--- config.mk ---
export PLATFORM = sky130hd
export DESIGN_NAME = hazard_ctrl_flat
export DESIGN_NICKNAME = d
export VERILOG_FILES = /design/src/rtl/hazard_ctrl_pkg.sv /design/src/rtl/hazard_ctrl_if.sv /design/src/rtl/hazard_ctrl_hazard_detect.sv /design/src/rtl/hazard_ctrl.sv /design/src/flat_wrapper.sv
export SDC_FILE = /design/constraint.sdc
export NUM_CORES = 1
export LEC_CHECK = 0
export BUFFER_PORTS_ARGS = -buffer_cell sky130_fd_sc_hd__buf_4
export CAP_MARGIN = 10
export CORE_ASPECT_RATIO = 0.8
export CORE_MARGIN = 2
export CORE_UTILIZATION = 25
export CTS_BUF_LIST = sky130_fd_sc_hd__clkbuf_4 sky130_fd_sc_hd__clkbuf_8 sky130_fd_sc_hd__clkbuf_16
export DETAILED_ROUTE_END_ITERATION = 10
export GPL_TIMING_DRIVEN = 0
export SETUP_SLACK_MARGIN = 0.02
export SYNTH_ARGS = -nofsm -noshare
export SYNTH_HDL_FRONTEND = slang
export SYNTH_SLANG_ARGS = --single-unit
--- constraint.sdc ---
create_clock -name clk -period 3.3 [get_ports clk]
set_input_delay 0.33 -clock clk [delete_from_list [all_inputs] [get_ports clk]]
set_output_delay 0.33 -clock clk [all_outputs]
set_load 0.02 [all_outputs]
--- src/rtl/hazard_ctrl_pkg.sv ---
// rtl/hazard_ctrl_pkg.sv - shared types and constants for the hazard controller
package hazard_ctrl_pkg;

   localparam int REG_W = 3;

   typedef enum logic [1:0] {
      RUN      = 2'd0,
      MEM_WAIT = 2'd1,
      DRAIN    = 2'd2,
      HALTED   = 2'd3
   } state_e;

endpackage

--- src/rtl/hazard_ctrl_if.sv ---
// rtl/hazard_ctrl_if.sv - pipeline-side signal bundle for the hazard controller
interface hazard_ctrl_if import hazard_ctrl_pkg::*; #(
   parameter int CNT_W = 16
) ();

   logic [REG_W-1:0] id_rs;
   logic [REG_W-1:0] id_rt;
   logic             id_rs_valid;
   logic             id_rt_valid;
   logic [REG_W-1:0] ex_write_reg;
   logic             ex_write_reg_valid;
   logic             ex_mem_read;
   logic             ex_redirect;
   logic             ex_halt;
   logic             dmem_busy;
   logic             pc_write;
   logic             ifid_write;
   logic             ifid_flush;
   logic             control_zero_idex;
   logic             pipe_freeze;
   logic             halt_done;
   logic [CNT_W-1:0] stall_cnt;

   // pipeline datapath side
   modport master (
      output id_rs, id_rt, id_rs_valid, id_rt_valid,
      output ex_write_reg, ex_write_reg_valid, ex_mem_read,
      output ex_redirect, ex_halt, dmem_busy,
      input  pc_write, ifid_write, ifid_flush, control_zero_idex,
      input  pipe_freeze, halt_done, stall_cnt
   );

   // hazard controller side
   modport slave (
      input  id_rs, id_rt, id_rs_valid, id_rt_valid,
      input  ex_write_reg, ex_write_reg_valid, ex_mem_read,
      input  ex_redirect, ex_halt, dmem_busy,
      output pc_write, ifid_write, ifid_flush, control_zero_idex,
      output pipe_freeze, halt_done, stall_cnt
   );

endinterface

--- src/rtl/hazard_ctrl_hazard_detect.sv ---
// rtl/hazard_ctrl_hazard_detect.sv - load-use comparator between ID sources and ID/EX load target
module hazard_detect import hazard_ctrl_pkg::*; (
   input  logic [REG_W-1:0] id_rs_i,
   input  logic [REG_W-1:0] id_rt_i,
   input  logic             id_rs_valid_i,
   input  logic             id_rt_valid_i,
   input  logic [REG_W-1:0] ex_write_reg_i,
   input  logic             ex_write_reg_valid_i,
   input  logic             ex_mem_read_i,
   output logic             load_use_o
);

   logic rs_hit;
   logic rt_hit;

   // R0 is not special-cased; the decoder clears the valid bits instead
   always_comb begin
      rs_hit     = id_rs_valid_i & (id_rs_i == ex_write_reg_i);
      rt_hit     = id_rt_valid_i & (id_rt_i == ex_write_reg_i);
      load_use_o = ex_mem_read_i & ex_write_reg_valid_i & (rs_hit | rt_hit);
   end

endmodule

--- src/rtl/hazard_ctrl.sv ---
// rtl/hazard_ctrl.sv - pipeline stall/flush/freeze sequencing and halt drain
module hazard_ctrl import hazard_ctrl_pkg::*; #(
   parameter int DRAIN_CYCLES = 3,
   parameter int CNT_W        = 16
) (
   input logic         clk,
   input logic         rst,
   hazard_ctrl_if.slave hz
);

   localparam logic [7:0] DRAIN_CNT = 8'(DRAIN_CYCLES);

   state_e           state_q, state_d;
   logic [7:0]       drain_q, drain_d;
   logic [CNT_W-1:0] stall_cnt_q, stall_cnt_d;

   logic load_use;
   logic pc_write;
   logic ifid_write;
   logic ifid_flush;
   logic control_zero_idex;
   logic pipe_freeze;
   logic halt_done;

   hazard_detect u_detect (
      .id_rs_i              (hz.id_rs),
      .id_rt_i              (hz.id_rt),
      .id_rs_valid_i        (hz.id_rs_valid),
      .id_rt_valid_i        (hz.id_rt_valid),
      .ex_write_reg_i       (hz.ex_write_reg),
      .ex_write_reg_valid_i (hz.ex_write_reg_valid),
      .ex_mem_read_i        (hz.ex_mem_read),
      .load_use_o           (load_use)
   );

   // state, drain counter and stall counter registers
   always_ff @(posedge clk or posedge rst) begin
      if (rst) begin
         state_q     <= RUN;
         drain_q     <= '0;
         stall_cnt_q <= '0;
      end else begin
         state_q     <= state_d;
         drain_q     <= drain_d;
         stall_cnt_q <= stall_cnt_d;
      end
   end

   // next state; a halt only wins when no redirect squashes it in the same cycle
   always_comb begin
      state_d = state_q;
      drain_d = drain_q;
      case (state_q)
         RUN, MEM_WAIT: begin
            if (hz.dmem_busy) begin
               state_d = MEM_WAIT;
            end else if (!hz.ex_redirect && hz.ex_halt) begin
               state_d = DRAIN;
               drain_d = 8'd1;
            end else begin
               state_d = RUN;
            end
         end
         DRAIN: begin
            // a stalled memory stage has not retired anything, so the count pauses
            if (!hz.dmem_busy) begin
               if (drain_q == DRAIN_CNT) state_d = HALTED;
               else                      drain_d = drain_q + 8'd1;
            end
         end
         HALTED: state_d = HALTED;
         default: state_d = RUN;
      endcase
      stall_cnt_d = stall_cnt_q;
      if (!pc_write && (stall_cnt_q != '1)) stall_cnt_d = stall_cnt_q + 1'b1;
   end

   // pipeline control outputs from state and current hazards
   always_comb begin
      pc_write          = 1'b1;
      ifid_write        = 1'b1;
      ifid_flush        = 1'b0;
      control_zero_idex = 1'b0;
      pipe_freeze       = 1'b0;
      halt_done         = 1'b0;
      case (state_q)
         RUN, MEM_WAIT: begin
            if (hz.dmem_busy) begin
               pipe_freeze = 1'b1;
               pc_write    = 1'b0;
               ifid_write  = 1'b0;
            end else if (hz.ex_redirect) begin
               ifid_flush        = 1'b1;
               control_zero_idex = 1'b1;
            end else if (hz.ex_halt || load_use) begin
               pc_write          = 1'b0;
               ifid_write        = 1'b0;
               control_zero_idex = 1'b1;
            end
         end
         DRAIN: begin
            pc_write          = 1'b0;
            ifid_write        = 1'b0;
            control_zero_idex = 1'b1;
            pipe_freeze       = hz.dmem_busy;
         end
         default: begin
            halt_done         = 1'b1;
            pc_write          = 1'b0;
            ifid_write        = 1'b0;
            control_zero_idex = 1'b1;
         end
      endcase
   end

   assign hz.pc_write          = pc_write;
   assign hz.ifid_write        = ifid_write;
   assign hz.ifid_flush        = ifid_flush;
   assign hz.control_zero_idex = control_zero_idex;
   assign hz.pipe_freeze       = pipe_freeze;
   assign hz.halt_done         = halt_done;
   assign hz.stall_cnt         = stall_cnt_q;

endmodule
--- src/flat_wrapper.sv ---
// flat-port wrapper written by rule: the top's interface ports become plain ports
module hazard_ctrl_flat import hazard_ctrl_pkg::*;
#(
   parameter int DRAIN_CYCLES = 3,
   parameter int CNT_W        = 16
)
  (clk, rst, hz_id_rs, hz_id_rt, hz_id_rs_valid, hz_id_rt_valid, hz_ex_write_reg, hz_ex_write_reg_valid, hz_ex_mem_read, hz_ex_redirect, hz_ex_halt, hz_dmem_busy, hz_pc_write, hz_ifid_write, hz_ifid_flush, hz_control_zero_idex, hz_pipe_freeze, hz_halt_done, hz_stall_cnt);
  hazard_ctrl_if #(.CNT_W(CNT_W)) hz_i ();
  input logic clk;
  input logic rst;
  input wire logic [$bits(hz_i.id_rs)-1:0] hz_id_rs;
  input wire logic [$bits(hz_i.id_rt)-1:0] hz_id_rt;
  input wire logic [$bits(hz_i.id_rs_valid)-1:0] hz_id_rs_valid;
  input wire logic [$bits(hz_i.id_rt_valid)-1:0] hz_id_rt_valid;
  input wire logic [$bits(hz_i.ex_write_reg)-1:0] hz_ex_write_reg;
  input wire logic [$bits(hz_i.ex_write_reg_valid)-1:0] hz_ex_write_reg_valid;
  input wire logic [$bits(hz_i.ex_mem_read)-1:0] hz_ex_mem_read;
  input wire logic [$bits(hz_i.ex_redirect)-1:0] hz_ex_redirect;
  input wire logic [$bits(hz_i.ex_halt)-1:0] hz_ex_halt;
  input wire logic [$bits(hz_i.dmem_busy)-1:0] hz_dmem_busy;
  output wire logic [$bits(hz_i.pc_write)-1:0] hz_pc_write;
  output wire logic [$bits(hz_i.ifid_write)-1:0] hz_ifid_write;
  output wire logic [$bits(hz_i.ifid_flush)-1:0] hz_ifid_flush;
  output wire logic [$bits(hz_i.control_zero_idex)-1:0] hz_control_zero_idex;
  output wire logic [$bits(hz_i.pipe_freeze)-1:0] hz_pipe_freeze;
  output wire logic [$bits(hz_i.halt_done)-1:0] hz_halt_done;
  output wire logic [$bits(hz_i.stall_cnt)-1:0] hz_stall_cnt;
  assign hz_i.id_rs = hz_id_rs;
  assign hz_i.id_rt = hz_id_rt;
  assign hz_i.id_rs_valid = hz_id_rs_valid;
  assign hz_i.id_rt_valid = hz_id_rt_valid;
  assign hz_i.ex_write_reg = hz_ex_write_reg;
  assign hz_i.ex_write_reg_valid = hz_ex_write_reg_valid;
  assign hz_i.ex_mem_read = hz_ex_mem_read;
  assign hz_i.ex_redirect = hz_ex_redirect;
  assign hz_i.ex_halt = hz_ex_halt;
  assign hz_i.dmem_busy = hz_dmem_busy;
  assign hz_pc_write = hz_i.pc_write;
  assign hz_ifid_write = hz_i.ifid_write;
  assign hz_ifid_flush = hz_i.ifid_flush;
  assign hz_control_zero_idex = hz_i.control_zero_idex;
  assign hz_pipe_freeze = hz_i.pipe_freeze;
  assign hz_halt_done = hz_i.halt_done;
  assign hz_stall_cnt = hz_i.stall_cnt;
  hazard_ctrl #(.DRAIN_CYCLES(DRAIN_CYCLES), .CNT_W(CNT_W)) u_core (.clk(clk), .rst(rst), .hz(hz_i));
endmodule
Word-level counts from Yosys, hierarchy flattened
Index checks and enable logic that the tools add are counted.

Add/subtract/negate cells: 2. Equality and inequality tests: 12. Mux-type cells: 24. Bitwise logic cells: 5. Reductions and logical operators: 11.

Operators with widths (count): two-way mux 8 bit (4); adder 16 x 1 -> 16 bit, second input constant (1); inequality test 16 bit, second input constant (1); one-hot mux 8 bit (2 select lines) (1); two-way mux 1 bit (13); adder 8 x 1 -> 8 bit, second input constant (1); == test 8 x 2 -> 1 bit, second input constant (1); two-way mux 2 bit (4); == test 3 bit (2); inequality test 2 bit, second input constant (3); one-hot mux 2 bit (3 select lines) (1); AND reduction 5 bit (1); bitwise AND 1 bit (4); == test 2 bit, second input constant (2); inequality test 2 x 1 -> 1 bit, second input constant (2); OR reduction 3 bit (1); == test 2 x 1 -> 1 bit, second input constant (1); logical AND 1 bit (2); zero test 1 bit (2); zero test 2 bit (1); one-hot mux 1 bit (2 select lines) (1); AND reduction 2 bit (1); nonzero test 2 bit (1); OR reduction 2 bit (1); other kinds (2) (2).

Bits in registers: 26. Bits of input ports: 18. Output and inout bits: 22. Word-level logic and storage cells: 57.

Depth between registers and ports, before layout
Depth in word-level cells: 11. Depth in mapped cells: 6. Depth with buffers taken out: 6.

Hierarchy
From an unflattened synthesis, not the netlist that was laid out.

Cells, all modules: 145. Area total of the unflattened synthesis: 1526.5 µm².

By module, submodules not included: hazard_ctrl (instances 1, cells each 135, area each 1452.6 µm², sequential area each 650.6 µm²); hazard_detect (instances 1, cells each 10, area each 73.8 µm², sequential area each 0.0 µm²).

Least setup slack after synthesis
No wires, ideal clock.

Kind: register to register. Start: register u_core.stall_cnt_q[6], in the netlist u_core.hz.stall_cnt[6]. End: register u_core.stall_cnt_q[1], in the netlist u_core.hz.stall_cnt[1]. Arrival: 1.652 ns. Path slack: 1.521 ns. Cell stages (with the launch flop): 6. Clock period less this slack: 1.779 ns. Path through: dfrtp_1 -> nand4_1 -> nor4_2 -> nor2_1 -> nand2_1 -> mux2_1.

Word-level cells in the longest chain between the ends: 2.

Ends and longest elaborated chain: from (decl) (line hazard_ctrl.sv:15) `logic [CNT_W-1:0] stall_cnt_q, stall_cnt_d;`; from (signal assigned) (line hazard_ctrl.sv:45) `stall_cnt_q <= stall_cnt_d;`; inequality test 16 bit (line hazard_ctrl.sv:75) `if (!pc_write && (stall_cnt_q != '1)) stall_cnt_d = stall_cnt_q + 1'b1;`; logical AND 1 bit (line hazard_ctrl.sv:75).

No other way between the ends. A chain may end at the register's enable or synchronous reset.

Worst setup path after layout
Start: register u_core.state_q[1]. End: output port hz_pc_write.

Word-level cells in the longest chain between the ends: 3. Elaborated cells on any way between the ends: 4. Those cells by class: 1 x eq/ne; 1 x mux; 2 x reduce/logical.

Ends and longest elaborated chain: from (decl) (line hazard_ctrl.sv:13) `state_e state_q, state_d;`; from (signal assigned) (line hazard_ctrl.sv:43) `state_q <= state_d;`; == test 2 x 1 -> 1 bit or zero test 2 bit (tied branches) (line hazard_ctrl.sv:86) `case (state_q)`; OR reduction 2 bit * (line hazard_ctrl.sv:86); two-way mux 1 bit * (line hazard_ctrl.sv:86); to (decl) (line flat_wrapper.sv:21) `output wire logic [$bits(hz_i.pc_write)-1:0] hz_pc_write;`.

Every way passes the cells marked *; elsewhere a longest branch is shown, timed or not.

==> summary.md <==
| Metric | Value |
|---|---|
| Worst-path clk slew | `100 ps` |
| Vias per inst | `4.73` |
| Die Span Y | `72.9 µm` |
| Fmax | `443 MHz` |
| Pre-CTS setup slack | `1230 ps` |
| Initial core utilization | `0.255` |
| P&R area growth vs syn | `30.9%` |
| CP peak stage delay | `450 ps` |
| Worst relative slew slack | `0.326` |
| Fin Setup TNS | `0 ps` |
| Wire per inst | `12.3 µm` |
| Die width | `90.1 µm` |
| DRC viols | `0` |
| Cell count of the worst reg-to-reg path | `5` |
| Final Cycle Share | `0.684` |
| Core area | `0.00582 mm²` |
| Reg2reg start | `u_core.hz.stall_cnt[6]$_DFFE_PP0P_` |
| Measured slew at the worst slew-check pin | `1010 ps` |
| Sw Share | `0.357` |
| Sequential area share after synthesis | `0.439` |
| Maximum vdd drop | `174 µV` |
| Comb power frac | `0.351` |
| Root Driver | `clkbuf_8` |
| Critical path endpoint | `hz_pc_write` |
| Sw power | `0.419 mW` |
| Placement row count | `25` |
| I/O Buffers | `38` |
| Die area | `0.00657 mm²` |
| Top_reg_cell synth | `dfrtp_1` |
| Max stage delay cell, worst path | `dfrtp_1` |
| Crit path top cell by count | `buf_4` |
| CTS tree | `done` |
| Max Cap Violations | `0` |
| Total CTS buffers | `3` |
| Fin. max-slew vios | `0` |
| Pin count of the biggest net entering global routing | `27` |
| Final net count | `214` |
| ANT cells | `0` |
| Combined area of the multi-input logic cells | `805 µm²` |
| Hold-fix buffers at CTS | `0` |
| H-tree Lvls | `1` |
| Final wirelength | `3370 µm` |
| Antenna viol nets, final | `0` |
| Total grt overflow | `0` |
| Final setup fails | `0` |
| Clock Power Share | `0.230` |
| Seq pwr share | `0.418` |
| Layout cell share with drive strength beyond 1 | `0.280` |
| Clock sink count | `26` |
| Synth Cell Area | `0.00148 mm²` |
| Yosys warnings | `0` |
| Hold Fails Final Rpt | `0` |
| Leak | `0.829 nW` |
| Distinct cells, synth | `38` |
| Setup Crit Path Kind | `reg2out` |
| P_int | `0.756 mW` |
| Filler Cell Count | `639` |
| Outcome | `finished, final reports clean` |
| PwrDens | `606 mW/mm²` |
| Crit end category | `primary output` |
| Reg2reg setup slack | `1420 ps` |
| RSZ-0062 raised after global routing | `no` |
| Iter 0 DRT Violations | `69` |
| HP Class | `in2async` |
| Critical path arrival | `1930 ps` |
| #FFs+latches synth | `26` |
| Max Root-Sink Buffers | `2` |
| Shortest period the worst path allows | `2260 ps` |
| Most common cell after layout, fill and taps aside | `buf_4` |
| Most frequent cells in the layout | `buf_4 (40), dfrtp_1 (26), xnor2_1 (19), nand2_1 (13)` |
| Vias in the first global route | `1,173` |
| Required time of the critical path | `2970 ps` |
| Routed via count | `1,296` |
| Post-synth EDFFs | `0` |
| Clk_skew | `6.25 ps` |
| GRT Total Usage | `0.103` |
| CP Cell Sequence | `nor2_2 -> nand4_1 -> buf_2 -> nand2_1 -> buf_4 -> buf_4` |
| Critical R2R Capture | `u_core.hz.stall_cnt[1]$_DFFE_PP0P_` |
| Register area | `651 µm²` |
| RD Place Congestion | `0.776` |
| Crit-path max FO | `10` |
| Post-CTS Setup Repair Bufs | `0` |
| HPWL Detailed | `2540 µm` |
| CP startpoint kind | `flip-flop` |
| First-pass DRT Iterations | `4` |
| Net count after synthesis | `171` |
| Synth async-reset ratio | `1.00` |
| Avg Synthesized Cell Area | `9.82 µm²` |
| PostCTS Resize Cnt | `0` |
| Mapped Cells | `151` |
| IO Pins | `40` |
| Critical Path Start | `u_core.state_q[1]$_DFFE_PP0P_` |
| Worst Slack Setup Final | `1040 ps` |
| Initial antenna violation count | `0` |
| Clk_lat worst skew | `280 ps` |
| First-pass GRT wire length | `5530 µm` |
## worst min path at each step
stage / start / endpoint / cells past startpoint
floorplan: rst / u_core.drain_q[0]$_DFFE_PP0P_ / 1
global placement: u_core.hz.stall_cnt[0]$_DFFE_PP0P_ / u_core.hz.stall_cnt[0]$_DFFE_PP0P_ / 1
detailed placement: u_core.hz.stall_cnt[9]$_DFFE_PP0P_ / u_core.hz.stall_cnt[9]$_DFFE_PP0P_ / 1
CTS: hz_dmem_busy / u_core.state_q[1]$_DFFE_PP0P_ / 2
global route: hz_dmem_busy / u_core.state_q[1]$_DFFE_PP0P_ / 2
finish: rst / u_core.hz.stall_cnt[9]$_DFFE_PP0P_ / 2
## registers in the layout, indices dropped and copies added, names as in the netlist
signal and cells:
u_core.state_q 2, u_core.hz.stall_cnt 16, u_core.drain_q 8
## final cells by class
type / instances / share of cell area
plain buffers: 3 / 0.0103
clock buffers: 3 / 0.0213
clock inverters: 1 / 0.0155
inverters: 2 / 0.00387
multi-input cells: 120 / 0.415
flip-flops and latches: 26 / 0.335
well taps: 81 / 0.0522
repair buffers: 38 / 0.147
## power groups by stage
stage | clock (mW) | combinational, mW | sequential [mW]
2_1_floorplan | 0 | 0.207 | 0.540
3_3_place_gp | 0 | 0.414 | 0.493
3_5_place_dp | 0 | 0.419 | 0.495
4_1_cts | 0.276 | 0.419 | 0.489
5_1_grt | 0.284 | 0.453 | 0.508
6_report | 0.271 | 0.413 | 0.491
## logic make-up (layout without fill, tap and decap cells)
logic type	Yosys count	count (layout)	share of synthesized area
DFF	26	26	0.439
and+or+nand+nor	73	73	0.280
xor gates and xnor gates	24	24	0.142
buffers and inverters	5	47	0.0186
AOI/OAI and AO/OA	18	18	0.0810
muxes	3	3	0.0228
adders and majority gates	2	2	0.0169
## per-layer routing
layer	GRT usage	wire [µm]	vias to the layer above
li1	-	-	629
met1	0.164	1790	621
met2	0.140	1380	42
met3	0.0196	161	4
met4	0.0308	34	0
met5	0	0	-
## per-stage QoR
step / instances / utilization / power (mW) / instance area, µm² / hold WS, ps
6_report: 274 / 0.334 / 1.18 / 1940 / 292
5_1_grt: 274 / 0.334 / 1.25 / 1940 / 322
4_1_cts: 274 / 0.334 / 1.18 / 1940 / 314
3_5_place_dp: 270 / 0.321 / 0.914 / 1870 / 512
3_3_place_gp: 270 / 0.321 / 0.907 / 1870 / 513
2_1_floorplan: 151 / - / 0.748 / 1480 / 370
## cells in the mapped netlist, types with 2 or more instances
cell       number  area share
nor4_2          2       0.017
buf_4           2       0.010
and2_1          3       0.013
nor3_1          3       0.010
inv_1           2      0.0051
xnor2_1        19        0.11
ha_1            2       0.017
o2111ai_1       2       0.012
and4_1          2       0.012
nor2_1         11       0.028
o21ai_0         5       0.017
mux2_1          2       0.015
xor2_1          5       0.030
and3_1          4       0.017
nand4_1        11       0.046
o21bai_1        2       0.010
nand2b_1        2      0.0084
or3_1           2      0.0084
a21oi_1         4       0.014
dfrtp_1        26        0.44
nand2_1        13       0.033
nand3_1        11       0.037
## worst max-delay path, delay by kind of cell (launching register included)
family,cells,cell delay [ps]
AND/OR/NAND/NOR,3,660
buffers and inverters,3,550
flip-flops,1,450
(Power assumes the default switching activity.)
